===== src/rtl/hist_pkg.sv =====
// Shared types and default sizing for the histogram engine.
package hist_pkg;

  localparam int unsigned DEF_LANES    = 8;
  localparam int unsigned DEF_LANE_W   = 16;
  localparam int unsigned DEF_BIN_BITS = 4;
  localparam int unsigned DEF_CNT_W    = 16;
  localparam int unsigned TOTAL_W      = 32;

  typedef enum logic [1:0] {
    CLEAR = 2'd0,
    IDLE  = 2'd1,
    ACCUM = 2'd2
  } state_e;

endpackage


===== src/rtl/hist_bin_ram.sv =====
// Bin counter storage: one write port, one registered read port.
// A read and a write to the same address on one edge return the new data.
module hist_bin_ram #(
  parameter int unsigned AW = 4,
  parameter int unsigned DW = 16
) (
  input  logic          clk_i,
  input  logic          rst_i,
  input  logic          we_i,
  input  logic [AW-1:0] waddr_i,
  input  logic [DW-1:0] wdata_i,
  input  logic [AW-1:0] raddr_i,
  output logic [DW-1:0] rdata_o
);

  localparam int unsigned DEPTH = 2**AW;

  logic [DW-1:0] mem_q [DEPTH];
  logic [DW-1:0] rdata_q;

  always_ff @(posedge clk_i) begin
    if (we_i) mem_q[waddr_i] <= wdata_i;
  end

  // Write-first bypass keeps back-to-back increments of one bin exact.
  always_ff @(posedge clk_i) begin
    if (rst_i)                            rdata_q <= '0;
    else if (we_i && (waddr_i == raddr_i)) rdata_q <= wdata_i;
    else                                  rdata_q <= mem_q[raddr_i];
  end

  assign rdata_o = rdata_q;

endmodule


===== src/rtl/histogram_engine.sv =====
// Streaming histogram: bins one lane per cycle into a counter RAM with
// saturating counts, a saturating sample total and a bin-clearing sweep.
module histogram_engine
  import hist_pkg::*;
#(
  parameter int unsigned LANES    = DEF_LANES,
  parameter int unsigned LANE_W   = DEF_LANE_W,
  parameter int unsigned BIN_BITS = DEF_BIN_BITS,
  parameter int unsigned CNT_W    = DEF_CNT_W
) (
  input  logic                      wrclk,
  input  logic                      rst,
  input  logic                      in_valid,
  output logic                      in_ready,
  input  logic [LANES*LANE_W-1:0]   in_data,
  input  logic                      clear,
  output logic                      busy,
  input  logic                      rd_en,
  input  logic [BIN_BITS-1:0]       rd_addr,
  output logic [CNT_W-1:0]          rd_data,
  output logic                      rd_valid,
  output logic [TOTAL_W-1:0]        total,
  output logic                      sat
);

  localparam int unsigned DATA_W = LANES * LANE_W;
  localparam int unsigned LIDX_W = (LANES > 1) ? $clog2(LANES) : 1;
  localparam logic [BIN_BITS-1:0] LAST_BIN  = BIN_BITS'(2**BIN_BITS - 1);
  localparam logic [LIDX_W-1:0]   LAST_LANE = LIDX_W'(LANES - 1);

  state_e              state_q, state_d;
  logic [BIN_BITS-1:0] sweep_q, sweep_d;
  logic [LIDX_W-1:0]   lane_q, lane_d;
  logic [DATA_W-1:0]   data_q, data_d;
  logic                clr_pend_q, clr_pend_d;
  logic                wr_pend_q, wr_pend_d;
  logic [BIN_BITS-1:0] wr_bin_q, wr_bin_d;
  logic [TOTAL_W-1:0]  total_q, total_d;
  logic                sat_q, sat_d;
  logic                in_ready_q, busy_q, rd_valid_q;

  logic [LANE_W-1:0]   lane_sample;
  logic [BIN_BITS-1:0] lane_bin;
  logic                ram_we;
  logic [BIN_BITS-1:0] ram_waddr, ram_raddr;
  logic [CNT_W-1:0]    ram_wdata, ram_rdata, inc_val;
  logic                at_max;

  // Current lane and its clamped bin index.
  always_comb begin
    lane_sample = '0;
    for (int i = 0; i < LANES; i++) begin
      if (lane_q == LIDX_W'(i)) lane_sample = data_q[i*LANE_W +: LANE_W];
    end
    if ((lane_sample >> BIN_BITS) != '0) lane_bin = LAST_BIN;
    else                                 lane_bin = lane_sample[BIN_BITS-1:0];
  end

  assign at_max  = (ram_rdata == '1);
  assign inc_val = at_max ? ram_rdata : ram_rdata + CNT_W'(1);

  // Lane bins are read in ACCUM and written back, incremented, one cycle later.
  always_comb begin
    state_d    = state_q;
    sweep_d    = sweep_q;
    lane_d     = lane_q;
    data_d     = data_q;
    clr_pend_d = clr_pend_q;
    wr_pend_d  = 1'b0;
    wr_bin_d   = wr_bin_q;
    total_d    = total_q;
    sat_d      = sat_q;
    ram_we     = 1'b0;
    ram_waddr  = wr_bin_q;
    ram_wdata  = inc_val;
    ram_raddr  = rd_addr;

    if (wr_pend_q && (state_q != CLEAR)) begin
      ram_we = 1'b1;
      if (at_max) sat_d = 1'b1;
    end

    case (state_q)
      CLEAR: begin
        ram_we    = 1'b1;
        ram_waddr = sweep_q;
        ram_wdata = '0;
        if (clear)                    sweep_d = '0;
        else if (sweep_q == LAST_BIN) state_d = IDLE;
        else                          sweep_d = sweep_q + BIN_BITS'(1);
      end
      IDLE: begin
        if (clear) begin
          state_d = CLEAR;
          sweep_d = '0;
          total_d = '0;
          sat_d   = 1'b0;
        end else if (in_valid) begin
          state_d = ACCUM;
          data_d  = in_data;
          lane_d  = '0;
        end
      end
      ACCUM: begin
        ram_raddr = lane_bin;
        wr_pend_d = 1'b1;
        wr_bin_d  = lane_bin;
        if (total_q != '1) total_d = total_q + TOTAL_W'(1);
        if (clear) clr_pend_d = 1'b1;
        if (lane_q == LAST_LANE) begin
          if (clr_pend_q || clear) begin
            state_d    = CLEAR;
            sweep_d    = '0;
            total_d    = '0;
            sat_d      = 1'b0;
            clr_pend_d = 1'b0;
          end else begin
            state_d = IDLE;
          end
        end else begin
          lane_d = lane_q + LIDX_W'(1);
        end
      end
      default: state_d = CLEAR;
    endcase
  end

  always_ff @(posedge wrclk) begin
    if (rst) begin
      state_q    <= CLEAR;
      sweep_q    <= '0;
      lane_q     <= '0;
      data_q     <= '0;
      clr_pend_q <= 1'b0;
      wr_pend_q  <= 1'b0;
      wr_bin_q   <= '0;
      total_q    <= '0;
      sat_q      <= 1'b0;
      in_ready_q <= 1'b0;
      busy_q     <= 1'b1;
      rd_valid_q <= 1'b0;
    end else begin
      state_q    <= state_d;
      sweep_q    <= sweep_d;
      lane_q     <= lane_d;
      data_q     <= data_d;
      clr_pend_q <= clr_pend_d;
      wr_pend_q  <= wr_pend_d;
      wr_bin_q   <= wr_bin_d;
      total_q    <= total_d;
      sat_q      <= sat_d;
      in_ready_q <= (state_d == IDLE);
      busy_q     <= (state_d != IDLE);
      rd_valid_q <= rd_en && (state_q == IDLE);
    end
  end

  hist_bin_ram #(
    .AW (BIN_BITS),
    .DW (CNT_W)
  ) u_ram (
    .clk_i   (wrclk),
    .rst_i   (rst),
    .we_i    (ram_we),
    .waddr_i (ram_waddr),
    .wdata_i (ram_wdata),
    .raddr_i (ram_raddr),
    .rdata_o (ram_rdata)
  );

  assign in_ready = in_ready_q;
  assign busy     = busy_q;
  assign rd_valid = rd_valid_q;
  assign rd_data  = ram_rdata;
  assign total    = total_q;
  assign sat      = sat_q;

endmodule


===== config.mk =====
export PLATFORM = sky130hd
export DESIGN_NAME = histogram_engine
export DESIGN_NICKNAME = d
export VERILOG_FILES = /design/src/rtl/hist_pkg.sv /design/src/rtl/hist_bin_ram.sv /design/src/rtl/histogram_engine.sv
export SDC_FILE = /design/constraint.sdc
export NUM_CORES = 1
export LEC_CHECK = 0
export ABC_AREA = 1
export CAP_MARGIN = 0
export CORE_UTILIZATION = 50
export CTS_CLUSTER_SIZE = 20
export DETAILED_ROUTE_END_ITERATION = 8
export GPL_TIMING_DRIVEN = 0
export HOLD_SLACK_MARGIN = 0.05
export PLACE_DENSITY = 0.71
export SYNTH_ARGS = -nofsm -noshare
export SYNTH_HDL_FRONTEND = slang
export SYNTH_HIERARCHICAL = 1
export SYNTH_SLANG_ARGS = --single-unit

===== constraint.sdc =====
create_clock -name wrclk -period 3.9 [get_ports wrclk]
set_input_delay 0.78 -clock wrclk [delete_from_list [all_inputs] [get_ports wrclk]]
set_output_delay 0.78 -clock wrclk [all_outputs]
set_load 0.02 [all_outputs]

* Word-level counts from Yosys, hierarchy flattened
Memory sizes are Yosys's and may differ from the RTL's. A register that Yosys moved wholly into a read port is not among the register bits.
Cells that the tools add are included.
W data, S select, Z words.
** Storage, ports and cells
- Word-level logic and storage cells :: 101
- ROM bits :: 0
- Output and inout port bits :: 52
- Bits in latches :: 0
- Input port bits :: 137
- Memories kept :: 1
- Register bits :: 179
- Memory bits (writable) :: 256
** Memories
- u_ram.mem_q :: words 16, bits a word 16, rd ports 1, clocked after Yosys merged registers in 1, write ports 1, RTL line hist_bin_ram.sv:18 : logic [DW-1:0] mem_q [DEPTH];
** Operators by class
- Reductions and logical operators :: 13
- Equal/unequal tests :: 21
- Order comparisons :: 0
- Mux-type cells :: 49
- Shift-type cells :: 0
- Bitwise operators :: 1
- Add/subtract/negate cells :: 4
- Multipliers :: 0
- Divide/modulo/power cells :: 0
** Operators by type and width (number)
- $mux W16 :: 10
- $mux W32 :: 4
- $pmux W32 S2 :: 1
- $add A32 B1 Y32 const B :: 1
- $mux W4 :: 8
- $ne A32 B32 Y1 const B :: 1
- $add A16 B1 Y16 const B :: 1
- $eq A16 B16 Y1 const B :: 1
- $reduce_bool A16 Y1 :: 1
- $mux W1 :: 14
- $eq A3 B3 Y1 const B :: 4
- $ne A2 B2 Y1 const B :: 6
- $pmux W4 S3 :: 1
- $mux W2 :: 5
- $mux W3 :: 3
- $eq A3 B2 Y1 const B :: 2
- $pmux W2 S3 :: 1
- $pmux W3 S2 :: 1
- $reduce_and A5 Y1 :: 1
- $add A4 B1 Y4 const B :: 1
- $eq A2 B1 Y1 const B :: 2
- $eq A4 B4 Y1 const B :: 1
- $reduce_and A4 Y1 :: 1
- $reduce_bool A2 Y1 :: 2
- 14 further kinds :: 15

* Depth between registers and ports, before layout
- Depth in word-level cells :: 12
- Depth in mapped cells :: 32
- Mapped depth without buffers :: 29

* Hierarchy
Netlist, hierarchy kept.
** By module, submodules not included
- hist_bin_ram :: times used 1, cells each 1125, area each 11668.7 µm², sequential area each 8007.7 µm²
- histogram_engine :: times used 1, cells each 1290, area each 8737.1 µm², sequential area each 3583.4 µm²

* Worst setup path after synthesis
OpenSTA, ideal clock, no wires.
- Kind :: register to register
- From :: reg lane_q[2]
- To :: reg u_ram.rdata_q[3], in the netlist u_ram/rdata_o[3] (read register of u_ram.mem_q)
- Stages on the path, launching flop included :: 32
- Buffers on the path :: 5
- Required time :: 3.791 ns
- Library setup time :: 0.109 ns
- Slack :: 1.025 ns
- Period minus slack after synthesis :: 2.875 ns
- Arrival :: 2.766 ns
- Path through :: dfxtp_1 -> buf_6 -> inv_4 -> ha_1 -> buf_2 -> inv_2 -> buf_2 -> o21ai_1 -> clkinv_1 -> nand2_1 -> nand2_1 -> nand3_1 -> nand2_1 -> nand2_1 -> nor2_1 -> nand2_1 -> nand2_1 -> nand2_1 -> nand2_2 -> nand2_1 -> nand2_1 -> nand2_1 -> buf_2 -> inv_2 -> o21ai_1 -> nor2_1 -> nand2_2 -> buf_6 -> o21bai_2 -> inv_1 -> nand2_1 -> inv_1
** Between the ends
- Word-level cells in the longest chain between the ends :: 12
- Elaborated cells between the ends (all ways) :: 19
- Those cells by class :: 7 x eq/ne; 10 x mux; 2 x reduce/logical
** RTL lines
- start: declaration :: RTL line histogram_engine.sv:33 : logic [LIDX_W-1:0] lane_q, lane_d;
- start signal: assignment :: RTL line histogram_engine.sv:145 : lane_q <= lane_d;
- $logic_not A3 Y1 :: RTL line histogram_engine.sv:53 : if (lane_q == LIDX_W'(i)) lane_sample = data_q[i*LANE_W +: LANE_W];
- $mux W16 (7 in a row) :: RTL line histogram_engine.sv:53
- $mux W16 (*) :: RTL line histogram_engine.sv:53
- $reduce_bool A16 Y1 :: RTL line histogram_engine.sv:55 : if ((lane_sample >> BIN_BITS) != '0) lane_bin = LAST_BIN;
- $mux W4 (*) :: RTL line histogram_engine.sv:55
- $mux W4 (*) :: RTL line histogram_engine.sv:83 : case (state_q)
- named net ram_raddr[3] :: RTL line histogram_engine.sv:45 : logic [BIN_BITS-1:0] ram_waddr, ram_raddr;
- end: declaration :: RTL line hist_bin_ram.sv:19 : logic [DW-1:0] rdata_q;
Mark *: on every way through the listed nets, which the timed path passes. The rest lies on a longest branch.
A chain may end at the register's enable or synchronous reset.

* Final worst setup path
- From :: reg lane_q[1]
- To :: reg u_ram.rdata_q[5], in the netlist u_ram/rdata_o[5] (read register of u_ram.mem_q)
Same word-level chain as after synthesis.

==> out/summary.md <==
For the synthesis warning total, the log shows 6. The largest single stage delay on the critical path is 0.38 ns. Of all nets on the critical path, the largest fanout is 10. The weighted congestion reported at the end of routability-driven placement came out at 0.9663. Share of synthesized registers carrying an async set or reset: 0%. Synthesis produced a netlist with a net count of 2565.

The hold violation total from the final report came out at 0. For met1 alone, demand over resource in global routing was 37.74%. The tools report the sink of the worst hold path as data_q[75]$_SDFFE_PP0P_.

The run gives 16836 as the via count of the first global-routing pass. The H-tree generated during clock tree synthesis spans 2 levels. For this design, the slowest cell found on the critical path is dfxtp_1. The insertion delay to the later sink of the worst-skew pair is 0.59 ns. The category of the most critical setup path was reg2reg.

Critical path startpoint category: a flop. The aggregate global-route resource usage was 28.27%; the critical path arrival was 4.13 ns. Sequential cells were found to cover 56.80% of the synthesized design area. After the last flow step, the layout net total stands at 2820. Port buffering added 188 buffers.

Before antenna repair, the detailed router went through 6 iterations. The power per cell area is 414.7 nW/µm². For this run, design rule violations remaining after detail routing come to 0. The starting DRC count in detailed routing is 1384, and the die height is 204.0 µm. The share of post-route cells with drive strength above 1 is 10.45%.

Type of the most critical hold path: reg2reg. The run gives 0 ns as the final sum of negative setup slack. The initialized floorplan defines 73 standard-cell rows. Wire length after detailed routing: 58330 µm. In this run the remaining antenna-violating nets after routing total 0. The reported leakage power is 10.57 nW. The total standard cell area after synthesis was 20410 µm². The achievable clock frequency came out at 0.2728 GHz. Flip-flop and latch count after synthesis: 451. Global routing consumed, on the met2 layer, 45.32% of the routing resources. The instance count of the mapped netlist was 2415.

The layout has 3323 filler cells. The average instance in the mapped netlist occupies 8.450 µm². The number of antenna violations at the first check in global routing is 0, and the number of cell instances on the worst register-to-register path is 29. The worst register-to-register path begins at lane_q[1]$_SDFFE_PP0P_. The hold path depth was 2. Clock tree synthesis inserted a total of 47 buffers.

Final number of setup-violating endpoints: 0. The count of pins over their slew limit was 0. TritonCTS built the clock tree.

Once layout is done, the placed cells without fillers occupy 25090 µm². The area of the die is 41620 µm². The vias per cell is 5.345. 189 I/O pins were placed. The distinct cell type count after synthesis was 51. The tools report the total placed instance area as 23220 µm². The tightest slew margin relative to the limit is 13.87%, and the number of enable-type register cells in the synthesized netlist is 256.

The clock transition time at the flip-flop clock pins of the worst setup and hold paths is 0.06 ns. The initial utilization of the core area, before any placement, comes to 51.01%. The endpoint identified for the worst register-to-register timing path is u_ram/rdata_o[5]$_SDFF_PP0_. The cell sitting at the root of the clock tree is a clkbuf_16. The worst setup path is captured at a flop. The repair_antennas step left the layout with diodes totalling 0. The total area inside the core boundary comes to 40010 µm². The final core area utilization is 62.71%.

Among all flip-flop cells after synthesis, the most frequent one is edfxtp_1. Of the available clock period, the critical path in the final layout requires 94.00%. In this run, post-CTS hold repair placed 0 buffers.

Compared with the post-synthesis result, the final layout area differs by 22.95%. Setup slack on the worst reg-to-reg path comes out at 0.23 ns. For the final database, setup skew stands at 0.02383 ns. The final route contains 17275 vias. Entering global routing, the biggest net connects 18 pins. The library cell used most frequently in the layout, excluding fill and tap cells, is nand2_1. Post-layout minimum cycle time: 3.666 ns. Global routing consumed, on the met3 layer, 4.369% of the routing resources. The transition time at the pin with the least slew margin works out to 1.287 ns.

Summed over all layers, the global routing overflow is 0. The floorplan step set the die width to 204.0 µm. The startpoint identified for the worst hold timing path is data_q[75]$_SDFFE_PP0P_. Across the VDD grid, the largest voltage drop is 0.2901 mV. The average wire per standard cell came out at 18.05 µm. Leaving out fill and tap cells, the most frequent cells in the layout are nand2_1 (626), inv_1 (323), edfxtp_1 (256), nand3_1 (198), dfxtp_1 (195).

For the post-DP HPWL, the log shows 42320 µm. Critical path's most frequent cell: nand2_1. The run finished with clean final reports. Counting along the longest clock path gives a buffer depth of 3. For this design, the sink count on the clock tree is 451. Layer with the highest usage: met2. The tools report the first-pass GRT wire length as 90390 µm. Across the run, the number of max-cap violations was 0. For the worst setup path, the data required time is 4.37 ns.
[synth_stat cells (19+ instances only)]
master,instances,area [µm²]
o21ai_0,166,830.8
clkbuf_1,50,187.7
o21ai_1,19,95.09
inv_1,323,1212
nand2_1,627,2354
nand3_1,217,1086
inv_2,24,90.09
a21oi_1,149,745.7
edfxtp_1,256,7687
buf_2,33,165.2
nor2_1,183,686.9
nor3_1,19,95.09
dfxtp_1,195,3904
[worst max-delay path by stage]
stage | slack (ns) | end | startpoint | cells after the start
finish | 0.23 | u_ram/rdata_o[5]$_SDFF_PP0_ | lane_q[1]$_SDFFE_PP0P_ | 29
global placement | -0.22 | u_ram/mem_q[15][2]$_DFFE_PP_ | u_ram/rdata_o[0]$_SDFF_PP0_ | 9
CTS | 0.007 | u_ram/rdata_o[12]$_SDFF_PP0_ | lane_q[2]$_SDFFE_PP0P_ | 31
global route | -0.02 | u_ram/rdata_o[7]$_SDFF_PP0_ | lane_q[0]$_SDFFE_PP0P_ | 30
detailed placement | -0.14 | u_ram/rdata_o[8]$_SDFF_PP0_ | lane_q[1]$_SDFFE_PP0P_ | 27
floorplan | 1.03 | u_ram/rdata_o[3]$_SDFF_PP0_ | lane_q[2]$_SDFFE_PP0P_ | 31
[per-stage QoR]
stage	hold slack [ns]	power [mW]	cells	worst slack, ns
CTS	0.4529	10.43	3229	0.007395
global route	0.4687	10.69	3232	-0.02068
floorplan	0.4245	5.454	2415	1.025
finish	0.4512	10.41	3232	0.2341
global placement	0.4395	5.769	3128	-0.2213
detailed placement	0.4435	5.788	3143	-0.1448
[layer usage]
| layer | wire length, µm | vias to the layer above |
|---|---|---|
| li1 | - | 8346 |
| met1 | 24330 | 8088 |
| met2 | 26540 | 714 |
| met3 | 5009 | 127 |
| met4 | 2438 | 0 |
| met5 | 0 | - |
[critical path, delay by kind of cell (launching register included)]
family | cells | cell delay (ns)
AOI/OAI and AO/OA | 1 | 0.08
adders and majority gates | 2 | 0.36
buffers and inverters | 7 | 0.94
DFF | 1 | 0.38
and+or+nand+nor | 19 | 1.79
[where the power goes]
group	leakage [nW]	switching, mW	internal [mW]	total [mW]
clock network	0.782	1.86	2.81	4.68
logic	5.97	0.388	0.294	0.682
registers	3.82	0.0266	5.02	5.04
[registers in the layout, summed over array words and instances (netlist names)]
name           cells
lane_q             3
u_ram/rdata_o     16
data_q           128
wr_bin_q           4
clr_pend_q         1
state_q            2
in_ready           1
wr_pend_q          1
u_ram/mem_q      256
sweep_q            4
sat                1
rd_valid           1
busy               1
total             32
[cell type report]
type                            instances  area (µm²)  share of cell area (%)
Buffer                                117       703.2                   2.803
Clock buffer                           63        1308                   5.211
Clock inverter                         23       299.0                   1.192
Inverter                              354        1344                   5.356
Multi-Input combinational cell       1493        7073                   28.19
Sequential cell                       451       11590                   46.20
Tap cell                              525       656.9                   2.618
Timing Repair Buffer                  206        2115                   8.428
[cells by family (layout without fill, tap and decap cells)]
family / Yosys count / in the layout / synth area share, %
XOR/XNOR: 1 / 1 / 0.04293
adder cells (fa/ha/maj): 13 / 13 / 0.7971
flip-flops: 451 / 451 / 56.80
AO/OA/AOI/OAI: 377 / 377 / 10.12
AND/OR/NAND/NOR: 1102 / 1102 / 22.86
buffers and inverters: 471 / 763 / 9.381
[timing repair]
item / in CTS / in global routing
setup endpoints to repair: 16 / 16
endpoints found under the hold margin: 0 / 0
setup buffers: 0 / 3
gates resized for setup: 16 / 70
pin swaps: 0 / 7
(Power assumes the default switching activity.)
